$ cat src/rtl/ax_burst_gen.sv
// ax_burst_gen: issues a programmed number of AXI Ax bursts with a fixed
// address stride, an idle gap before each burst, and a cap on bursts that
// have been issued but not yet retired.
//
// Handshake: ax_valid_o rises in ISSUE, and ax_data_o is then held stable.
// Both stay put until the cycle where ax_ready_i is also high. resp_i is a
// one-cycle pulse per retired burst.
//
// ax_channel_t is a packed type whose low bits are laid out MSB..LSB as
// {addr, len[7:0], size[2:0], burst[1:0], id[IdWidth-1:0], nsaid[3:0]}.
// Any further fields must sit above addr; they are driven to zero.
module ax_burst_gen #(
  parameter int unsigned AddrWidth      = 64,
  parameter int unsigned CntWidth       = 16,
  parameter int unsigned MaxOutstanding = 8,
  parameter int unsigned NumIds         = 4,
  parameter type         ax_channel_t   = logic,
  localparam int unsigned OutWidth      = $clog2(MaxOutstanding + 1)
) (
  input  logic                 clk_i,
  input  logic                 rst_ni,
  input  logic                 start_i,
  output logic                 ready_o,
  input  logic [AddrWidth-1:0] cfg_addr_i,
  input  logic [AddrWidth-1:0] cfg_stride_i,
  input  logic [7:0]           cfg_len_i,
  input  logic [2:0]           cfg_size_i,
  input  logic [1:0]           cfg_burst_i,
  input  logic [3:0]           cfg_nsaid_i,
  input  logic [CntWidth-1:0]  cfg_count_i,
  input  logic [15:0]          cfg_delay_i,
  input  logic                 abort_i,
  output logic                 ax_valid_o,
  output ax_channel_t          ax_data_o,
  input  logic                 ax_ready_i,
  input  logic                 resp_i,
  output logic [OutWidth-1:0]  outstanding_o,
  output logic [CntWidth-1:0]  issued_o,
  output logic                 done_o
);

  localparam int unsigned IdWidth      = (NumIds > 1) ? $clog2(NumIds) : 1;
  localparam int unsigned PayloadWidth = AddrWidth + 8 + 3 + 2 + IdWidth + 4;

  typedef enum logic [1:0] {S_IDLE, S_WAIT, S_ISSUE, S_DRAIN} state_e;

  state_e                state_q, state_d;
  logic [AddrWidth-1:0]  addr_q, stride_q;
  logic [7:0]            len_q;
  logic [2:0]            size_q;
  logic [1:0]            burst_q;
  logic [3:0]            nsaid_q;
  logic [CntWidth-1:0]   count_q, issued_q;
  logic [15:0]           delay_cfg_q, delay_cnt_q;
  logic [OutWidth-1:0]   out_q, out_d;
  logic                  abort_q, done_q;

  logic                  start_acc, ax_hs, resp_acc, last_burst, throttled;
  logic [IdWidth-1:0]    ax_id;
  logic [PayloadWidth-1:0] payload;

  assign start_acc  = start_i && (state_q == S_IDLE);
  assign ax_hs      = (state_q == S_ISSUE) && ax_ready_i;
  // A response with nothing outstanding is spurious and must not underflow.
  assign resp_acc   = resp_i && (out_q != '0);
  assign last_burst = (issued_q + CntWidth'(1)) == count_q;
  assign throttled  = out_q >= OutWidth'(MaxOutstanding);
  assign ax_id      = (NumIds > 1) ? issued_q[IdWidth-1:0] : '0;
  assign payload    = {addr_q, len_q, size_q, burst_q, ax_id, nsaid_q};

  // Outstanding count after this cycle's issue/retire events.
  always_comb begin
    out_d = out_q;
    if (ax_hs && !resp_acc)      out_d = out_q + OutWidth'(1);
    else if (!ax_hs && resp_acc) out_d = out_q - OutWidth'(1);
  end

  // State register.
  always_ff @(posedge clk_i or negedge rst_ni) begin
    if (!rst_ni) state_q <= S_IDLE;
    else         state_q <= state_d;
  end

  // Next-state logic.
  always_comb begin
    state_d = state_q;
    unique case (state_q)
      S_IDLE: begin
        if (start_i) state_d = (cfg_count_i == '0) ? S_DRAIN : S_WAIT;
      end
      S_WAIT: begin
        if (abort_i)                                state_d = S_DRAIN;
        else if (delay_cnt_q == '0 && !throttled)   state_d = S_ISSUE;
      end
      S_ISSUE: begin
        // An abort seen during ISSUE only takes effect once the burst is accepted.
        if (ax_hs) state_d = (abort_q || abort_i || last_burst) ? S_DRAIN : S_WAIT;
      end
      S_DRAIN: begin
        if (out_d == '0) state_d = S_IDLE;
      end
      default: state_d = S_IDLE;
    endcase
  end

  // Outputs decoded from the current state; payload is zero when not valid.
  always_comb begin
    ready_o       = (state_q == S_IDLE);
    ax_valid_o    = (state_q == S_ISSUE);
    ax_data_o     = '0;
    if (state_q == S_ISSUE) ax_data_o = ax_channel_t'(payload);
    outstanding_o = out_q;
    issued_o      = issued_q;
    done_o        = done_q;
  end

  // Run configuration, address walk, delay counter and counters.
  always_ff @(posedge clk_i or negedge rst_ni) begin
    if (!rst_ni) begin
      addr_q      <= '0;
      stride_q    <= '0;
      len_q       <= '0;
      size_q      <= '0;
      burst_q     <= '0;
      nsaid_q     <= '0;
      count_q     <= '0;
      issued_q    <= '0;
      delay_cfg_q <= '0;
      delay_cnt_q <= '0;
      out_q       <= '0;
      abort_q     <= 1'b0;
      done_q      <= 1'b0;
    end else begin
      out_q  <= out_d;
      done_q <= (state_q == S_DRAIN) && (state_d == S_IDLE);
      if (start_acc) begin
        addr_q      <= cfg_addr_i;
        stride_q    <= cfg_stride_i;
        len_q       <= cfg_len_i;
        size_q      <= cfg_size_i;
        burst_q     <= cfg_burst_i;
        nsaid_q     <= cfg_nsaid_i;
        count_q     <= cfg_count_i;
        delay_cfg_q <= cfg_delay_i;
        delay_cnt_q <= cfg_delay_i;
        issued_q    <= '0;
        abort_q     <= 1'b0;
      end else begin
        if (state_q == S_WAIT && delay_cnt_q != '0) delay_cnt_q <= delay_cnt_q - 16'd1;
        if (state_q == S_ISSUE && abort_i)          abort_q     <= 1'b1;
        if (ax_hs) begin
          addr_q      <= addr_q + stride_q;
          issued_q    <= issued_q + CntWidth'(1);
          delay_cnt_q <= delay_cfg_q;
        end
      end
    end
  end

endmodule

$ cat config.mk
export PLATFORM = sky130hd
export DESIGN_NAME = ax_burst_gen
export DESIGN_NICKNAME = d
export VERILOG_FILES = /design/src/rtl/ax_burst_gen.sv
export SDC_FILE = /design/constraint.sdc
export NUM_CORES = 1
export LEC_CHECK = 0
export ABC_CLOCK_PERIOD_IN_PS = 5300
export CORE_ASPECT_RATIO = 0.75
export CORE_MARGIN = 8
export CORE_UTILIZATION = 45
export DETAILED_ROUTE_END_ITERATION = 12
export GPL_ROUTABILITY_DRIVEN = 0
export PLACE_DENSITY_LB_ADDON = 0.08
export SYNTH_ARGS = -nofsm -noshare
export SYNTH_HDL_FRONTEND = slang
export SYNTH_SLANG_ARGS = --single-unit
$ cat constraint.sdc
create_clock -name clk_i -period 5.3 [get_ports clk_i]
set_input_delay 1.06 -clock clk_i [delete_from_list [all_inputs] [get_ports clk_i]]
set_output_delay 1.06 -clock clk_i [all_outputs]
set_load 0.01 [all_outputs]
# == Word-level counts from Yosys, hierarchy flattened ==
# Index checks and enable logic that the tools add are counted.
# word_totals
regBits,73
input_bits,183
out_inout_bits,24
word_cells,60
# classes
n_addsub,4
order_cmp,1
n_eq_ne,4
mux,18
reduce_logical,24
# ops
cell,count
2-to-1 mux 16 bit,5
logical NOT 16 bit,2
adder 16 x 1 -> 16 bit (second input constant),1
== test 16 bit,1
nonzero test 16 bit,1
subtractor 16 x 1 -> 16 bit (second input constant),1
2-to-1 mux 2 bit,7
logical AND 1 bit,9
2-to-1 mux 4 bit,2
case mux 2 bit (4 select lines),1
adder 4 x 1 -> 4 bit (second input constant),1
== test 2 bit (second input constant),2
greater-or-equal comparator 4 bit (second input constant),1
logical NOT 2 bit,2
logical NOT 4 bit,1
nonzero test 2 bit,2
nonzero test 4 bit,1
subtractor 4 x 1 -> 4 bit (second input constant),1
logical NOT 1 bit,3
2-to-1 mux 1 bit,3
nonzero test 3 bit,1
== test 2 x 1 -> 1 bit (second input constant),1
logical OR 1 bit,2

# == Depth between registers and ports, before layout ==
# Gate-level depths: netlist (run 1).
# depth
depth_word,11
ltp_mapped,9
mapped_depth_nobuf,9

# == Least setup slack after synthesis (run 1) ==
# No wires, ideal clock.
# synth_path
path_type,input to register
startpoint,in resp_i
endpoint,reg state_q[1]
setup_ps,129
arrival_ps,2514
required_ps,5171
path_slack_ps,2657
cell_stages,7
n_path_buf,1
cell_sequence,clkbuf_2 or4b_2 and3_1 a21oi_1 and4_1 o22ai_1 o41a_1
# synth_between
elab_chain_len,7
word_cells_on_any_way,9
cone_classes,mux: 4; reduce/logical: 5
# synth_rtl
item,line,source
start: declaration,36,"input logic resp_i,"
logical AND 1 bit *,65,assign resp_acc = resp_i && (out_q != '0);
logical AND 1 bit / logical NOT 1 bit (equally long branches),"75, 74",
2-to-1 mux 4 bit / logical AND 1 bit (equally long branches),"75, 74",
2-to-1 mux 4 bit *,74,if (ax_hs && !resp_acc) out_d = out_q + OutWidth'(1);
logical NOT 4 bit *,100,if (out_d == '0) state_d = S_IDLE;
2-to-1 mux 2 bit *,100,
case mux 2 bit (4 select lines) *,87,unique case (state_q)
net state_d[1],47,"state_e state_q, state_d;"
end signal: assignment,81,else state_q <= state_d;
end: declaration,47,
# The timed path passes the listed nets; every way through them passes the cells marked *.
# A chain may end at the register's enable or synchronous reset.

# == Worst setup path after layout (run 1) ==
# layout_path
startpoint,in ax_ready_i
endpoint,reg state_q[1]
# layout_between
elab_chain_len,8
word_cells_on_any_way,10
cone_classes,mux: 5; reduce/logical: 5
# layout_rtl
item,line,source
start: declaration,35,"input logic ax_ready_i,"
logical AND 1 bit *,63,assign ax_hs = (state_q == S_ISSUE) && ax_ready_i;
logical NOT 1 bit,75,else if (!ax_hs && resp_acc) out_d = out_q - OutWidth'(1);
logical AND 1 bit,75,
2-to-1 mux 4 bit,75,
2-to-1 mux 4 bit,74,
logical NOT 4 bit,100,
2-to-1 mux 2 bit,100,
case mux 2 bit (4 select lines) *,87,
net state_d[1],47,
# Marks and branches as above.

==> results of run 1 <==
[critical path, stage by stage]
cell,delay [ns]
sky130_fd_sc_hd__clkdlybuf4s50_1,0.53
sky130_fd_sc_hd__nand3b_1,0.74
sky130_fd_sc_hd__nand3_1,0.33
sky130_fd_sc_hd__o21ai_0,0.13
sky130_fd_sc_hd__a311oi_1,0.37
sky130_fd_sc_hd__and4_1,0.30
sky130_fd_sc_hd__o22ai_1,0.10
sky130_fd_sc_hd__o41a_1,0.12
[sequential cells by signal, summed over array words and instances, names as in the netlist]
signal and cells:
count_q 16, delay_cfg_q 16, delay_cnt_q 16, issued_o 16
outstanding_o 4, state_q 2, abort_q 1, done_o 1
nsaid_q 1
[cells in the final DEF, fill, tap and decap left out, drive strengths merged, types with 5 or more instances in the layout]
master and count:
nand2 138, dfrtp 73, clkdlybuf4s50 61, o21ai 45, nor2 34, a21oi 23, inv 14, nand3 12
xnor2 12, nor4 12, o211ai 11, clkbuf 11, xor2 10, nor3 10, o22ai 9, o31ai 6
a22o 5, nor4b 5, buf 5
[stage by stage]
stage          hold WS (ns)  total power [mW]
2_1_floorplan         0.437              1.75
3_3_place_gp          0.454              2.04
3_5_place_dp          0.463              2.08
4_1_cts               0.478              2.76
5_1_grt               0.491              2.98
6_report              0.473              2.76
[per-layer routing]
metal | vias up | global-route usage
li1 | 1949 | -
met1 | 1862 | 0.282
met2 | 122 | 0.270
met3 | 8 | 0.0476
met4 | 0 | 0.0459
met5 | - | 0
[synthesized netlist by cell type, drive strengths merged, types with 3 or more instances]
master,count
o21ai,45
ha,4
buf,11
mux2,3
nor3b,3
nand4b,3
xnor2,12
o22ai,9
nor2,34
a21oi,23
clkbuf,20
o311ai,3
and2,4
nand3,12
nor3,10
dfrtp,73
or4,3
or3,3
nand2,138
o211ai,11
inv,14
xor2,10
nor4b,5
a211oi,3
and3,4
a22o,5
o31ai,6
nand3b,4
nand4,4
nor4,12
mux2i,4
[worst min path at each step]
stage	endpoint	slack [ns]
2_1_floorplan	nsaid_q[0]	0.44
3_3_place_gp	delay_cfg_q[15]	0.45
3_5_place_dp	delay_cfg_q[5]	0.46
4_1_cts	delay_cfg_q[5]	0.48
5_1_grt	delay_cfg_q[6]	0.49
6_report	delay_cfg_q[1]	0.47
[final cells by class]
cell class,instances,area [sq um],share of cell area
well taps,132,165,0.0312
multi-input cells,404,2280,0.430
clock buffers,11,253,0.0477
inverters,14,52.6,0.00992
repair buffers,66,646,0.122
clock inverters,5,77.6,0.0146
flip-flops and latches,73,1830,0.345
[report_power, final]
| part | switching (mW) | internal (mW) |
|---|---|---|
| Sequential | 0.246 | 0.772 |
| Combinational | 0.584 | 0.479 |
| Clock | 0.238 | 0.436 |
| Total | 1.07 | 1.69 |
[logic make-up (layout without fill, tap and decap cells)]
family | Yosys count | count (layout) | share of synthesized area
DFF | 73 | 73 | 0.426
adders and majority gates | 4 | 4 | 0.0117
muxes | 7 | 7 | 0.0172
buffers and inverters | 45 | 96 | 0.0432
AOI/OAI and AO/OA | 122 | 122 | 0.178
xor gates and xnor gates | 22 | 22 | 0.0449
and+or+nand+nor | 249 | 249 | 0.279
==> results.sh, run 1 <==
export IMPL_grt_antenna_before_repair=0
export IMPL_cts_setup_buffers=0
export IMPL_vias_per_cell=5.59
export IMPL_min_period_over_period=0.657
export IMPL_layout_cell_area_non_filler_sq_um=5300
export IMPL_wl_met3_um=768
export IMPL_filler_cell_count=918
export IMPL_clock_insertion_delay_worst_skew_ns=0.33
export IMPL_core_area_sq_um=9460
export IMPL_fraction_of_post_synthesis_cell_area_in_the_top_cell_type_by_area=0.426
export IMPL_synth_lib_cells_used_distinct=61
export IMPL_timing_final_hold_violations=0
export IMPL_synth_seq_cells=73
export IMPL_row_count=31
export IMPL_numPortBuffers=62
export IMPL_starting_density_of_the_core=0.453
export IMPL_cellPowerDensity_nw_per_um2=520
export IMPL_postLayoutCoreUtil=0.560
export IMPL_timing_max_cap_violations=0
export IMPL_post_layout_worst_setup_margin_ns=1.82
export IMPL_detail_route_wirelength_met1_mm=6.04
export IMPL_worst_hold_path_num_cells=2
export IMPL_die_h_um=101
export IMPL_antenna_left=0
export IMPL_avgSynthCellArea_sq_um=8.21
export IMPL_wl_met2_mm=4.81
export IMPL_netlist_instances=522
export IMPL_synth_edf_count=0
export IMPL_ioPinCount=207
export IMPL_post_synth_instance_area_sq_um=4290
export IMPL_drive_gt1_frac=0.0611
export IMPL_antennaDiodeCount=0
export IMPL_drc=0
export IMPL_top_layer="met4"
export IMPL_worstPathRequired_ns=5.51
export IMPL_yosysWarnings=0
export IMPL_grt_start_max_net_pins=51
export IMPL_detailroute_via_count=3941
export IMPL_clock_root_buffer="sky130_fd_sc_hd__clkbuf_16"
export IMPL_layout_nets=755
export IMPL_vdd_drop_max_mv=0.229
export IMPL_clkSlewWorstSetupHoldPaths_ns=0.06
export IMPL_worst_slew_margin_relative_to_its_limit=0.260
export IMPL_synth_flop_cell="sky130_fd_sc_hd__dfrtp_1"
export IMPL_cts_tree="yes"
export IMPL_clk_path_buf_depth=2
export IMPL_grt_pass1_vias=3775
export IMPL_cp_start_kind="input port"
export IMPL_holdCritPathClass="reg2reg"
export IMPL_crit_end="state_q[1]"
export IMPL_maxClockFrequency_ghz=0.287
export IMPL_grt_setup_unrepaired="no"
export IMPL_timing_final_setup_violations=0
export IMPL_tritoncts_num_sinks=73
export IMPL_cts_buf_count=9
export IMPL_r2r_start="delay_cnt_q[2]"
export IMPL_die_w_um=129
export IMPL_grt_ovfl_total=0
export IMPL_worst_slew_pin_slew_ns=1.11
export IMPL_drt_pre_antenna_iters=5
export IMPL_htreeDepth=3
export IMPL_ys_top_cells_by_area="sky130_fd_sc_hd__dfrtp_1, sky130_fd_sc_hd__nand2_1, sky130_fd_sc_hd__o21ai_0, sky130_fd_sc_hd__nor2_1, sky130_fd_sc_hd__a21oi_1"
export IMPL_detailed_place_hpwl_mm=8.17
export IMPL_fp_dieArea_sq_um=12900
export IMPL_wirelength_mm=11.7
export IMPL_critPathCaptureType="flip-flop"
export IMPL_post_cts_hold_buffer_count=0
export IMPL_finalCriticalPeriod_ns=3.48
export IMPL_critical_path_peak_fanout=26
export IMPL_critPathLaunch="ax_ready_i"
export IMPL_layout_cells_non_filler=705
export IMPL_leakagePower_nw=2.22
export IMPL_r2r_worst_path_cells=6
export IMPL_timing_hold_worst_start="delay_cfg_q[1]"
export IMPL_area_delta_synth_final_pct=23.5
export IMPL_outcome="finished clean"
export IMPL_worstPathArrival_ns=3.69
export IMPL_postSynth_asyncResetShare=1.00
export IMPL_drt_initial_drc_count=363
export IMPL_placedCellCount=689
export IMPL_synth_fp_nets=709
export IMPL_fin_worst_skew_ns=0.00468
export IMPL_count_of_pins_over_their_slew_limit=0
export IMPL_placement_setup_worst_slack_ns=1.55
export IMPL_timing_setup_critical_path_class="in2reg"
export IMPL_totalNegativeSetupSlack_ns=0
export IMPL_postPlaceCellArea_sq_um=4970
export IMPL_grt_first_pass_wirelength_mm=19.6
export IMPL_synth_seq_area_share=0.426
export IMPL_reg2reg_slack_ns=2.36
export IMPL_worstReg2RegEnd="delay_cnt_q[2]"
export IMPL_cts_repair_resize_count=0
export IMPL_post_synth_top_area_cell="sky130_fd_sc_hd__dfrtp_1"
export IMPL_globalRouteTotalUtil=0.191
export IMPL_routedWlPerCell_um=16.6
Power figures use the tool's default switching activity.
==> run 2, diff against run 1 <==
- ABC_CLOCK_PERIOD_IN_PS: 5300 -> 3400
- CORE_UTILIZATION: 45 -> 41
- clock period: 5.3 -> 3.4 ns (I/O delays scaled with it)
==> results.sh, run 2 (synthesized netlist as in run 1, its figures left out) <==
export IMPL_outcome="finished clean"
export IMPL_timing_final_hold_violations=0
export IMPL_clock_root_buffer="sky130_fd_sc_hd__clkbuf_16"
export IMPL_layout_nets=763
export IMPL_drive_gt1_frac=0.0691
export IMPL_grt_setup_unrepaired="no"
export IMPL_core_area_sq_um=10200
export IMPL_globalRouteTotalUtil=0.178
export IMPL_critical_path_slowest_cell="sky130_fd_sc_hd__dfrtp_1"
export IMPL_maxClockFrequency_ghz=0.347
export IMPL_min_period_over_period=0.848
export IMPL_grt_pass1_vias=3917
export IMPL_worst_slew_pin_slew_ns=0.823
export IMPL_grt_ovfl_total=0
export IMPL_drt_pre_antenna_iters=5
export IMPL_filler_cell_count=1025
export IMPL_worstPathArrival_ns=3.16
export IMPL_htreeDepth=3
export IMPL_row_count=32
export IMPL_timing_max_cap_violations=0
export IMPL_critPathCaptureType="flip-flop"
export IMPL_timing_setup_critical_path_class="reg2reg"
export IMPL_die_h_um=105
export IMPL_area_delta_synth_final_pct=23.5
export IMPL_antenna_left=0
export IMPL_vdd_drop_max_mv=0.346
export IMPL_detailroute_via_count=3927
export IMPL_cellPowerDensity_nw_per_um2=781
export IMPL_count_of_pins_over_their_slew_limit=0
export IMPL_cts_repair_resize_count=0
export IMPL_cts_buf_count=9
export IMPL_fin_worst_skew_ns=0.00751
export IMPL_holdCritPathClass="in2async"
export IMPL_grt_start_max_net_pins=43
export IMPL_totalNegativeSetupSlack_ns=0
export IMPL_worstPathRequired_ns=3.67
export IMPL_starting_density_of_the_core=0.418
export IMPL_cp_start_kind="flip-flop"
export IMPL_critical_path_peak_fanout=8
export IMPL_grt_first_pass_wirelength_mm=20.3
export IMPL_ioPinCount=207
export IMPL_fp_dieArea_sq_um=14000
export IMPL_routedWlPerCell_um=16.9
export IMPL_timing_final_setup_violations=0
export IMPL_antennaDiodeCount=0
export IMPL_cts_setup_buffers=0
export IMPL_crit_path_max_incr_delay_ns=0.50
export IMPL_cts_tree="yes"
export IMPL_clkSlewWorstSetupHoldPaths_ns=0.06
export IMPL_vias_per_cell=5.49
export IMPL_die_w_um=134
export IMPL_numPortBuffers=62
export IMPL_tritoncts_num_sinks=73
export IMPL_timing_critical_path_cells="ha_1 -> nand4_1 -> nor4_2 -> nor3b_1 -> a2111oi_0 -> o221ai_1 -> nor4_1 -> o41a_1"
export IMPL_detailed_place_hpwl_mm=8.64
export IMPL_layout_cells_most_common="sky130_fd_sc_hd__nand2_1"
export IMPL_drc=0
export IMPL_mostFrequentLayoutCells="sky130_fd_sc_hd__nand2_1, sky130_fd_sc_hd__dfrtp_1, sky130_fd_sc_hd__clkdlybuf4s50_1"
export IMPL_clock_insertion_delay_worst_skew_ns=0.33
export IMPL_clk_path_buf_depth=2
export IMPL_worst_slew_margin_relative_to_its_limit=0.450
export IMPL_wirelength_mm=12.1
export IMPL_grt_antenna_before_repair=0
export IMPL_post_cts_hold_buffer_count=0
export IMPL_drt_initial_drc_count=276
export IMPL_leakagePower_nw=2.23
export IMPL_fin_worst_hold_slack_ns=0.391
export IMPL_finalCriticalPeriod_ns=2.88
-- run 2: cell type report --
cell class | count | area [sq um] | share of cell area
timing repair buffer | 74 | 718 | 0.136
inverter | 14 | 52.6 | 0.00992
tap | 136 | 170 | 0.0321
sequential | 73 | 1830 | 0.345
clock inverter | 4 | 22.5 | 0.00425
multi-input combinational | 404 | 2280 | 0.430
clock buffer | 10 | 229 | 0.0432
-- run 2: worst paths after layout --
path | from | endpoint | slack, ns | cells after the start
max in group asynchronous | rst_ni | delay_cfg_q[2] | 2.57 | 2
min in group clk_i | delay_cfg_q[12] | delay_cfg_q[12] | 0.47 | 2
worst min-delay path | rst_ni | outstanding_o[1] | 0.39 | 2
worst max-delay path | issued_o[0] | state_q[1] | 0.52 | 8
worst max register to register | issued_o[0] | state_q[1] | 0.52 | 8
worst min register to register | delay_cfg_q[12] | delay_cfg_q[12] | 0.47 | 2
-- run 2: worst max-delay path, delay by kind of cell, from the launching register on --
family                     cells  cell delay [ns]
AOI/OAI and AO/OA              3             0.81
DFF                            1             0.50
and+or+nand+nor                4             1.22
adders and majority gates      1             0.31
-- run 2: stage by stage --
| step | setup WS (ns) | cells | instance area, sq um | util | power (mW) |
|---|---|---|---|---|---|
| 3_5_place_dp | 0.477 | 701 | 5040 | 0.492 | 3.31 |
| 2_1_floorplan | 1.03 | 522 | 4290 | - | 2.73 |
| 3_3_place_gp | 0.501 | 701 | 5040 | 0.492 | 3.24 |
| 4_1_cts | 0.569 | 715 | 5300 | 0.517 | 4.17 |
| 5_1_grt | 0.364 | 715 | 5300 | 0.517 | 4.50 |
| 6_report | 0.516 | 715 | 5300 | 0.517 | 4.13 |
-- run 2: routing by layer --
metal,global-route usage,part of all wire,vias to the layer above,wire (um)
li1,-,-,1950,-
met5,0,0,-,0
met3,0.0478,0.053,8,638
met2,0.256,0.42,106,5050
met4,0.0480,0.0066,0,80
met1,0.258,0.52,1863,6340
-- run 2: report_power, final --
group	total, mW	internal (mW)	leakage [nW]	switching [mW]
logic	1.71	0.787	1.17	0.923
clock network	0.833	0.481	0.124	0.351
registers	1.59	1.20	0.932	0.388
==> run 3, diff against run 2 <==
- ABC_CLOCK_PERIOD_IN_PS: 3400 -> 2360
- CORE_UTILIZATION: 41 -> 37
- clock period: 3.4 -> 2.36 ns (I/O delays scaled with it)
==> results.sh, run 3 (synthesized netlist as in run 1, its figures left out) <==
export IMPL_outcome="finished clean"
export IMPL_totalNegativeSetupSlack_ns=0
export IMPL_grt_antenna_before_repair=0
export IMPL_wirelength_mm=12.7
export IMPL_vdd_drop_max_mv=0.474
export IMPL_starting_density_of_the_core=0.375
export IMPL_layout_nets=816
export IMPL_ioPinCount=207
export IMPL_vias_per_cell=5.35
export IMPL_timing_critical_path_cells="clkdlybuf4s50_1 -> nand3_1 -> or4b_2 -> and3_1 -> a21oi_1 -> and4_1 -> o22ai_1 -> o41a_1"
export IMPL_drive_gt1_frac=0.158
export IMPL_fp_dieArea_sq_um=15300
export IMPL_finalCriticalPeriod_ns=2.32
export IMPL_drt_initial_drc_count=252
export IMPL_grt_setup_unrepaired="yes"
export IMPL_cp_start_kind="input port"
export IMPL_postLayoutCoreUtil=0.509
export IMPL_globalRouteTotalUtil=0.173
export IMPL_critPathCaptureType="flip-flop"
export IMPL_drt_pre_antenna_iters=5
export IMPL_post_layout_worst_setup_margin_ns=0.0373
export IMPL_worst_slew_margin_relative_to_its_limit=0.552
export IMPL_antenna_left=0
export IMPL_cts_buf_count=9
export IMPL_core_area_sq_um=11400
export IMPL_detailroute_via_count=4149
export IMPL_detailed_place_hpwl_mm=8.92
export IMPL_tritoncts_num_sinks=73
export IMPL_grt_pass1_vias=3973
export IMPL_timing_max_cap_violations=0
export IMPL_critical_path_slowest_cell="sky130_fd_sc_hd__or4b_2"
export IMPL_clk_path_buf_depth=2
export IMPL_worstPathRequired_ns=2.57
export IMPL_cts_tree="yes"
export IMPL_clock_root_buffer="sky130_fd_sc_hd__clkbuf_16"
export IMPL_min_period_over_period=0.984
export IMPL_die_h_um=109
export IMPL_crit_path_max_incr_delay_ns=0.64
export IMPL_fin_worst_skew_ns=0.00534
export IMPL_timing_final_setup_violations=0
export IMPL_die_w_um=140
export IMPL_count_of_pins_over_their_slew_limit=0
export IMPL_placement_setup_worst_slack_ns=-0.300
export IMPL_postPlaceCellArea_sq_um=5450
export IMPL_grt_ovfl_total=0
export IMPL_layout_cells_most_common="sky130_fd_sc_hd__nand2_1"
export IMPL_leakagePower_nw=2.55
export IMPL_clock_insertion_delay_worst_skew_ns=0.33
export IMPL_layout_cells_non_filler=775
export IMPL_maxClockFrequency_ghz=0.431
export IMPL_cellPowerDensity_nw_per_um2=1130
export IMPL_worstPathArrival_ns=2.54
export IMPL_area_delta_synth_final_pct=35.8
export IMPL_routedWlPerCell_um=16.4
export IMPL_worst_slew_pin_slew_ns=0.666
export IMPL_row_count=34
export IMPL_antennaDiodeCount=0
export IMPL_timing_setup_critical_path_class="in2reg"
export IMPL_layout_cell_area_non_filler_sq_um=5820
export IMPL_grt_first_pass_wirelength_mm=21.1
export IMPL_grt_start_max_net_pins=74
export IMPL_mostFrequentLayoutCells="sky130_fd_sc_hd__nand2_1, sky130_fd_sc_hd__dfrtp_1, sky130_fd_sc_hd__clkdlybuf4s50_1"
export IMPL_placedCellCount=756
export IMPL_timing_final_hold_violations=0
export IMPL_clkSlewWorstSetupHoldPaths_ns=0.06
export IMPL_r2r_worst_path_cells=9
export IMPL_holdCritPathClass="in2async"
export IMPL_critical_path_peak_fanout=3
export IMPL_numPortBuffers=62
export IMPL_drc=0
export IMPL_htreeDepth=3
-- run 3: changes by cell type in the layout (fill, tap and decap cells not counted), moves of 2 or more --
cell                       delta
sky130_fd_sc_hd__clkinv_2     -2
sky130_fd_sc_hd__buf_6        +2
sky130_fd_sc_hd__o21ai_1      +2
sky130_fd_sc_hd__buf_12       +4
sky130_fd_sc_hd__o21ai_0      -3
sky130_fd_sc_hd__buf_4       +47
-- run 3: stage by stage --
stage	power (mW)	hold WS, ns
6_report	6.60	0.150
2_1_floorplan	3.93	0.176
3_5_place_dp	5.10	0.459
5_1_grt	7.16	0.183
3_3_place_gp	5.03	0.458
4_1_cts	6.58	0.183
-- run 3: critical path, delay by kind of cell --
family | cells | cell delay (ns)
buffers and inverters | 1 | 0.50
and+or+nand+nor | 4 | 1.17
AOI/OAI and AO/OA | 3 | 0.38
-- run 3: repair_timing --
action | CTS | global route
hold endpoints to repair | 0 | 0
endpoints found under the setup margin | 3 | 15
gates cloned | 1 | 0
hold buffers | 0 | 0
resized for setup | 5 | 13
pin swaps | 3 | 7
setup buffers | 3 | 3
-- run 3: routing by layer --
metal	part of all wire	routed length [um]	global-route usage	vias to the layer above
li1	-	-	-	2050
met1	0.52	6670	0.252	1971
met2	0.40	5140	0.248	118
met3	0.063	800	0.0424	10
met4	0.0084	107	0.0486	0
met5	0	0	0	-
-- run 3: path summary, 6_finish.rpt --
path | slack (ns) | from | end
setup / recovery | 0.04 | ax_ready_i | state_q[1]
min in group clk_i | 0.47 | delay_cfg_q[5] | delay_cfg_q[5]
hold / removal | 0.15 | rst_ni | outstanding_o[1]
hold reg to reg | 0.47 | delay_cfg_q[5] | delay_cfg_q[5]
setup reg to reg | 0.05 | issued_o[0] | state_q[1]
max in group asynchronous | 1.84 | rst_ni | delay_cnt_q[2]
-- run 3: final cells by class --
class                      count  area, sq um
sequential                    73         1830
clock buffer                  12          246
clock inverter                 1         5.00
tap                          144          180
fill                        1110         5620
inverter                      14         52.6
multi-input combinational    404         2340
timing repair buffer         127         1170
-- run 3: power breakdown --
part / leakage [nW] / switching (mW) / internal, mW
clock: 0.124 / 0.514 / 0.722
combinational: 1.50 / 1.63 / 1.59
sequential: 0.931 / 0.409 / 1.74
total: 2.55 / 2.56 / 4.05
